### src/rtl/ram_bridge16.sv
// ram_bridge16
//
// Purpose:
//    Bridges 32-bit CPU RAM bus cycles onto a single 16-bit external memory
//    port. Each CPU access is split into a low-halfword transaction followed
//    by a high-halfword transaction; halves with no enabled bytes are skipped.
//    Read halves are reassembled into RAM_DO. Completion is reported to the
//    CPU with an active-low RAM_READYn that is held until the CPU's next CE
//    cycle. The memory side advances on every CLK; CPU-side sampling
//    (start detection and ready release) is qualified by CE.
//
// Ports:
//    CLK         system clock
//    RESn        synchronous active-low reset
//    CE          CPU clock enable
//    BCYSTn      CPU bus-cycle-start strobe (active low)
//    RAM_A       CPU byte address (bits [1:0] ignored)
//    RAM_DI      CPU write data
//    RAM_DO      reassembled read data to the CPU
//    RAM_CEn     RAM select (active low)
//    RAM_WEn     1 = read, 0 = write
//    RAM_BEn     byte enables (active low), bit 0 covers [7:0]
//    RAM_READYn  cycle complete (active low)
//    MEM_A       halfword address to memory
//    MEM_DI      write data to memory
//    MEM_DO      read data from memory, valid on the MEM_ACK cycle
//    MEM_RD      read request (level, held until MEM_ACK)
//    MEM_WR      write request (level, held until MEM_ACK)
//    MEM_BE      byte enables to memory (active high)
//    MEM_ACK     one-CLK completion pulse from memory

module ram_bridge16 #(
   parameter int MEM_AW       = 21,
   parameter bit ZERO_WR_SKIP = 1'b1
) (
   input  logic              CLK,
   input  logic              RESn,
   input  logic              CE,
   input  logic              BCYSTn,
   input  logic [20:0]       RAM_A,
   input  logic [31:0]       RAM_DI,
   output logic [31:0]       RAM_DO,
   input  logic              RAM_CEn,
   input  logic              RAM_WEn,
   input  logic [3:0]        RAM_BEn,
   output logic              RAM_READYn,
   output logic [MEM_AW-1:0] MEM_A,
   output logic [15:0]       MEM_DI,
   input  logic [15:0]       MEM_DO,
   output logic              MEM_RD,
   output logic              MEM_WR,
   output logic [1:0]        MEM_BE,
   input  logic              MEM_ACK
);

   typedef enum logic [1:0] {
      S_IDLE = 2'd0,
      S_LO   = 2'd1,
      S_HI   = 2'd2,
      S_DONE = 2'd3
   } state_t;

   state_t      r_state;
   state_t      w_state_next;

   logic [18:0] r_addr;      // word address, RAM_A[20:2]
   logic        r_wr;
   logic [31:0] r_data;
   logic [3:0]  r_be;        // active-high byte enables, all ones for reads
   logic        r_hien;
   logic        r_hi_go;     // HI request may be driven (low for the gap cycle after LO)
   logic [31:0] r_ram_do;

   logic        w_start;
   logic        w_wr;
   logic        w_loen;
   logic        w_hien;
   logic        w_lo_go;
   logic        w_unused_a;

   // The byte offset within the word carries no meaning on a 32-bit bus.
   assign w_unused_a = ^RAM_A[1:0];

   assign w_start = CE & ~BCYSTn & ~RAM_CEn & (r_state == S_IDLE);
   assign w_wr    = ~RAM_WEn;
   // Reads always fetch both halves regardless of the byte enables.
   assign w_loen  = ~w_wr | ~RAM_BEn[1] | ~RAM_BEn[0];
   assign w_hien  = ~w_wr | ~RAM_BEn[3] | ~RAM_BEn[2];
   // Without the skip option a write with no enables still produces one
   // LO transaction carrying MEM_BE = 00.
   assign w_lo_go = w_loen | ((ZERO_WR_SKIP == 1'b0) & ~w_hien);

   // ---------------------------------------------------------------
   // State register
   // ---------------------------------------------------------------
   always_ff @(posedge CLK) begin
      if (!RESn) begin
         r_state <= S_IDLE;
      end else begin
         r_state <= w_state_next;
      end
   end

   // ---------------------------------------------------------------
   // Next-state logic
   // ---------------------------------------------------------------
   always_comb begin
      w_state_next = r_state;
      case (r_state)
         S_IDLE: begin
            if (w_start) begin
               if (w_lo_go) begin
                  w_state_next = S_LO;
               end else if (w_hien) begin
                  w_state_next = S_HI;
               end else begin
                  w_state_next = S_DONE;
               end
            end
         end
         S_LO: begin
            if (MEM_ACK) begin
               w_state_next = r_hien ? S_HI : S_DONE;
            end
         end
         S_HI: begin
            // An ACK during the gap cycle cannot belong to the HI request.
            if (r_hi_go && MEM_ACK) begin
               w_state_next = S_DONE;
            end
         end
         S_DONE: begin
            if (CE) begin
               w_state_next = S_IDLE;
            end
         end
         default: w_state_next = S_IDLE;
      endcase
   end

   // ---------------------------------------------------------------
   // Datapath: request latch, gap control, read reassembly
   // ---------------------------------------------------------------
   always_ff @(posedge CLK) begin
      if (!RESn) begin
         r_addr   <= '0;
         r_wr     <= 1'b0;
         r_data   <= '0;
         r_be     <= '0;
         r_hien   <= 1'b0;
         r_hi_go  <= 1'b0;
         r_ram_do <= '0;
      end else begin
         if (w_start) begin
            r_addr <= RAM_A[20:2];
            r_wr   <= w_wr;
            r_data <= RAM_DI;
            r_be   <= w_wr ? ~RAM_BEn : 4'b1111;
            r_hien <= w_hien;
         end
         // Entering HI from LO leaves the request low for one CLK; entering
         // HI straight from IDLE has no previous request to separate from.
         r_hi_go <= (w_state_next == S_HI) && (r_state != S_LO);
         if (r_state == S_LO && MEM_ACK && !r_wr) begin
            r_ram_do[15:0] <= MEM_DO;
         end
         if (r_state == S_HI && r_hi_go && MEM_ACK && !r_wr) begin
            r_ram_do[31:16] <= MEM_DO;
         end
      end
   end

   assign RAM_DO = r_ram_do;

   // ---------------------------------------------------------------
   // Output decode
   // ---------------------------------------------------------------
   always_comb begin
      MEM_A      = '0;
      MEM_DI     = '0;
      MEM_BE     = '0;
      MEM_RD     = 1'b0;
      MEM_WR     = 1'b0;
      RAM_READYn = 1'b1;
      case (r_state)
         S_LO: begin
            MEM_A  = MEM_AW'({r_addr, 1'b0});
            MEM_DI = r_data[15:0];
            MEM_BE = r_be[1:0];
            MEM_RD = ~r_wr;
            MEM_WR = r_wr;
         end
         S_HI: begin
            MEM_A  = MEM_AW'({r_addr, 1'b1});
            MEM_DI = r_data[31:16];
            MEM_BE = r_be[3:2];
            MEM_RD = ~r_wr & r_hi_go;
            MEM_WR = r_wr & r_hi_go;
         end
         S_DONE: begin
            RAM_READYn = 1'b0;
         end
         default: begin
            RAM_READYn = 1'b1;
         end
      endcase
   end

endmodule
### config.mk
export PLATFORM = sky130hd
export DESIGN_NAME = ram_bridge16
export DESIGN_NICKNAME = d
export VERILOG_FILES = /design/src/rtl/ram_bridge16.sv
export SDC_FILE = /design/constraint.sdc
export NUM_CORES = 1
export LEC_CHECK = 0
export ABC_CLOCK_PERIOD_IN_PS = 3670
export BUFFER_PORTS_ARGS = -buffer_cell sky130_fd_sc_hd__buf_2
export CORE_UTILIZATION = 50
export DETAILED_ROUTE_END_ITERATION = 10
export GPL_ROUTABILITY_DRIVEN = 1
export PLACE_DENSITY = 0.82
export SYNTH_ARGS = -nofsm -noshare
export SYNTH_HDL_FRONTEND = slang
export SYNTH_SLANG_ARGS = --single-unit
### constraint.sdc
create_clock -name CLK -period 3.67 [get_ports CLK]
set_input_delay 0.1835 -clock CLK [delete_from_list [all_inputs] [get_ports CLK]]
set_output_delay 0.1835 -clock CLK [all_outputs]
set_load 0.01 [all_outputs]
Yosys cells after proc, flatten, opt, wreduce, memory -nomap -nowiden
Cells that the tools add are included.
{"block": "classes", "eq_ne": 5, "n_reduce_logical": 9, "bitwise_logic": 18, "mux": 15}
{"cell": "$pmux 20 s2", "count": 1}
{"cell": "$pmux 16 s2", "count": 1}
{"cell": "$mux 2", "count": 5}
{"cell": "$not 1->1", "count": 8}
{"cell": "$pmux 2 s4", "count": 1}
{"cell": "$logic_and 1x1->1", "count": 7}
{"cell": "$eq 2x2->1 const B", "count": 3}
{"cell": "$and 1x1->1", "count": 5}
{"cell": "$mux 4", "count": 1}
{"cell": "$not 4->4", "count": 1}
{"cell": "$or 1x1->1", "count": 4}
{"cell": "$pmux 1 s2", "count": 2}
{"cell": "$pmux 2 s2", "count": 1}
{"cell": "$mux 1", "count": 3}
{"cell": "$eq 2x1->1 const B", "count": 1}
{"cell": "$logic_not 2->1", "count": 1}
{"cell": "$ne 2x1->1 const B", "count": 1}
{"cell": "$logic_not 1->1", "count": 1}
{"block": "totals", "out_inout_bits": 74, "regBits": 92, "wordCells": 56, "inputBits": 80}

Logic depth before layout (Yosys ltp)
{"block": "depth", "word_depth": 9, "ltp_mapped": 8, "depth_no_buf": 6}

Worst setup path after synthesis
No wires, ideal clock.
{"block": "synth_path", "path_type": "reg2out", "from": "register r_state[0]", "to": "output port MEM_DI[10]", "t_required_ps": 3487, "path_buffers": 2, "path_stages_with_launch": 6, "t_arrival_ps": 1392, "slack_ps": 2094, "path_cell_list": "dfxtp_1 inv_1 ha_1 clkbuf_1 clkbuf_1 nor2b_1"}
{"block": "synth_via", "elab_chain_cells": 2, "elab_cells_between_ends": 3, "classes_between": "eq/ne: 2; mux: 1"}
{"element": "start, declared", "line": "63", "rtl": "state_t r_state;"}
{"element": "start signal, assigned", "line": "100", "rtl": "r_state <= w_state_next;"}
{"element": "$eq 2x2->1 or $eq 2x1->1 (tied branches)", "line": "185", "rtl": "case (r_state)"}
{"element": "$pmux 16 s2 *", "line": "185"}
{"element": "end, declared", "line": "48", "rtl": "output logic [15:0] MEM_DI,"}
Every way passes the cells marked *; elsewhere a longest branch is shown, timed or not.

Final worst setup path
{"block": "layout_path", "from": "register r_state[0]", "to": "output port MEM_A[2]"}
{"block": "layout_via", "elab_chain_cells": 2, "elab_cells_between_ends": 3, "classes_between": "eq/ne: 2; mux: 1"}
{"element": "$eq 2x2->1 or $eq 2x1->1 (tied branches)", "line": "185"}
{"element": "$pmux 20 s2 *", "line": "185"}
{"element": "end, declared", "line": "47", "rtl": "output logic [MEM_AW-1:0] MEM_A,"}
Marked as above.

==> results.txt <==
----------------------------------------------------
[Run status]
  Result of the run ... completed

[Final layout]
  Final cell count without fillers ... 722
  ANT cells ... 0
  Fraction of final layout cells sized beyond drive strength 1 ... 30.2%
  Layout area overhead ... 22.8%
  NumNets Final ... 703

[Floorplanning]
  Total die area ... 8160 µm²
  Row Count ... 31
  Top-level port count ... 154
  Area inside the core boundary ... 7410 µm²
  Chip Width ... 90.4 µm
  Initial Util ... 52.7%
  Die Ht ... 90.4 µm

[Setup path]
  Crit Path Category ... flip-flop to output pin
  Endpoint class of the critical path ... output pin
  Slack of the worst reg-to-reg path ... 1.51 ns
  Data arrival time of the critical path ... 2.46 ns
  Data required time of the critical path ... 3.49 ns
  Kind of start point of the critical path ... flip-flop
  Max FO, Critical Path ... 20

[Yosys]
  Most frequent cells after synthesis ... nand2_1 (169), dfxtp_1 (92), a21oi_1 (76)
  Flops & latches, synth ... 92
  Largest family of logic cells by synthesized area ... simple AND/OR/NAND/NOR gates
  Number of cells produced by synthesis ... 489
  Avg Inst Size Synth ... 7.98 µm²
  Count of distinct cell types in the synthesized netlist ... 34
  Share of synthesized cell area in full adder, half adder and majority cells ... 1.60%
  Flip-flop cell with the highest count after synthesis ... dfxtp_1
  Multiplexer share of the synthesized area ... 0%
  Syn Std Cell Area ... 3900 µm²
  Area fraction in and, or, nand and nor cells after synthesis ... 25.8%
  Share of the synthesized area in compound gates (AO/OA/AOI/OAI) ... 18.9%
  Number of enable-type register cells in the synthesized netlist ... 0
  Post-synth net total ... 574
  Cell type with the highest aggregate area in the netlist ... dfxtp_1
  Share of the yosys chip area belonging to registers ... 47.2%
  Most instantiated library cell after synthesis ... nand2_1
  Share of the synthesized area in the top cell type ... 47.2%
  XOR/XNOR share of the synthesized area ... 0%
  Number of warning messages in the yosys log ... 0
  Asr flop ratio synth ... 0%
  Top cells by area in the synthesized netlist ... dfxtp_1 (47%), nand2_1 (16%), a21oi_1 (9.7%)

[STA]
  Maximum achievable frequency ... 378 MHz
  Finish-stage setup viols ... 0
  Worst max-slew margin expressed relative to the limit ... 51.6%
  Final hold violations ... 0
  Slew at the pin with the worst max-slew slack ... 0.725 ns
  RSZ-0062 raised after global routing ... false
  Setup total negative slack ... 0 ns
  Pins over their slew limit ... 0
  Period Utilization, post-route ... 72.1%
  Clock skew ... 0.00961 ns
  Minimum clock period after layout ... 2.65 ns

[CTS]
  Clock sink count ... 92
  Clock buffers created by TritonCTS ... 9
  Resized Gates After CTS ... 0
  Buffers from clock root to sink, at most ... 2
  Clock latency on the worst-skew pair ... 0.35 ns
  Clock-pin slew on the worst setup and hold paths ... 0.08 ns
  Quantity of hold-fixing buffers added after cts ... 0
  Setup Fix Bufs, Post-CTS ... 0
  TritonCTS clock tree ... done
  Cell at the root of the clock tree ... clkbuf_8
  Total number of H-tree levels ... 3

[Global routing]
  Initial antenna violation count ... 0
  Pin count of the biggest net entering global routing ... 49
  First-pass GRT wire length ... 16100 µm
  Tot GR Track Use ... 23.9%
  GR Overflow Total ... 0
  Vias in the first global route ... 3565

[Detailed routing]
  DRT antenna net count ... 0
  Average detailed-routed wire length per instance ... 13.7 µm
  Number of DRC violations after detailed-routing iteration 0 ... 162
  Avg Vias per Cell ... 5.15
  Total length of routed wires ... 9900 µm
  DRC errors left ... 0
  Vias after detailed routing ... 3715
  Drt pass-1 iters ... 4

[Power and ir drop]
  Power consumption ... 2.44 mW
  Worst voltage drop across the vdd grid ... 0.236 mV
  Total leakage power ... 1.99 nW
  Total power divided by cell area ... 510 nW/µm²

[Place]
  Estimated wirelength of the detail-placed design ... 6830 µm
  Number of buffers added on ports ... 150
  Cell total after placement ... 706
  Final weighted congestion in routability-driven placement ... 0.771

[Min path]
  Min-delay worst type ... primary input to flip-flop

[Job]
  Max-cap violation count ... 0

----------------------------------------------------
==> kinds of logic after synthesis <==
group | count (synthesis)
AND/OR/NAND/NOR | 228
AO/OA/AOI/OAI | 120
buffers and inverters | 43
other | 1
adder cells (fa/ha/maj) | 5
flip-flops | 92
==> flip-flops by register name, summed over array words and instances, names as in the netlist <==
register  count
r_wr          1
RAM_DO       32
r_hien        1
r_state       2
r_be          4
r_data       32
r_addr       19
r_hi_go       1
==> critical path, stage by stage, from the launching register on <==
cell	delay, ns
dfxtp_1	0.43
inv_1	0.11
ha_1	0.70
o21a_1	0.53
and2_1	0.21
buf_2	0.13
==> power breakdown <==
part | leakage, nW | internal [mW] | switching [mW]
clock network | 0.0959 | 0.335 | 0.346
logic | 1.15 | 0.241 | 0.396
registers | 0.745 | 1.08 | 0.0468
==> cell type report <==
type,instances,area [µm²]
Clock inverter,5,58.8
Multi-Input combinational cell,354,1820
Sequential cell,92,1840
Clock buffer,11,141
Fill cell,664,2620
Tap cell,99,124
Inverter,6,22.5
Timing Repair Buffer,155,788
==> worst paths after layout <==
| path | start | end | cells after the start |
|---|---|---|---|
| max | r_state[0] | MEM_A[2] | 5 |
| max reg2reg | r_state[0] | r_data[14] | 6 |
| min reg2reg | RAM_DO[3] | RAM_DO[3] | 2 |
| min | RAM_BEn[0] | r_be[0] | 2 |
==> metrics by stage <==
stage	cell area (µm²)	utilization, %	worst slack (ns)	hold slack (ns)
after global routing	4790	64.7	0.810	0.0436
after detailed placement	4590	62.0	1.41	0.406
after global placement	4590	62.0	1.48	0.403
after floorplan	3900	-	2.09	0.278
after CTS	4790	64.7	1.03	0.0408
final	4790	64.7	1.02	0.0472
==> layer usage <==
metal / up-vias / share of wire [%] / GRT usage, %
li1: 1849 / - / -
met1: 1716 / 43 / 28.8
met2: 131 / 48 / 40.5
met3: 19 / 7.1 / 6.73
met4: 0 / 1.8 / 9.14
met5: - / 0 / 0
==> cells in the final DEF, fill, tap and decap left out, types with 4 or more instances in the layout <==
cell type    n
dfxtp_1     92
nand2_1    169
and2_1      22
a22oi_1     18
buf_2      150
buf_4        5
nor2b_1     21
a21oi_1     76
o21ai_0      4
inv_1        5
clkbuf_8    10
nor2_1       7
ha_1         5
a21oi_2      8
(Power assumes the default switching activity.)
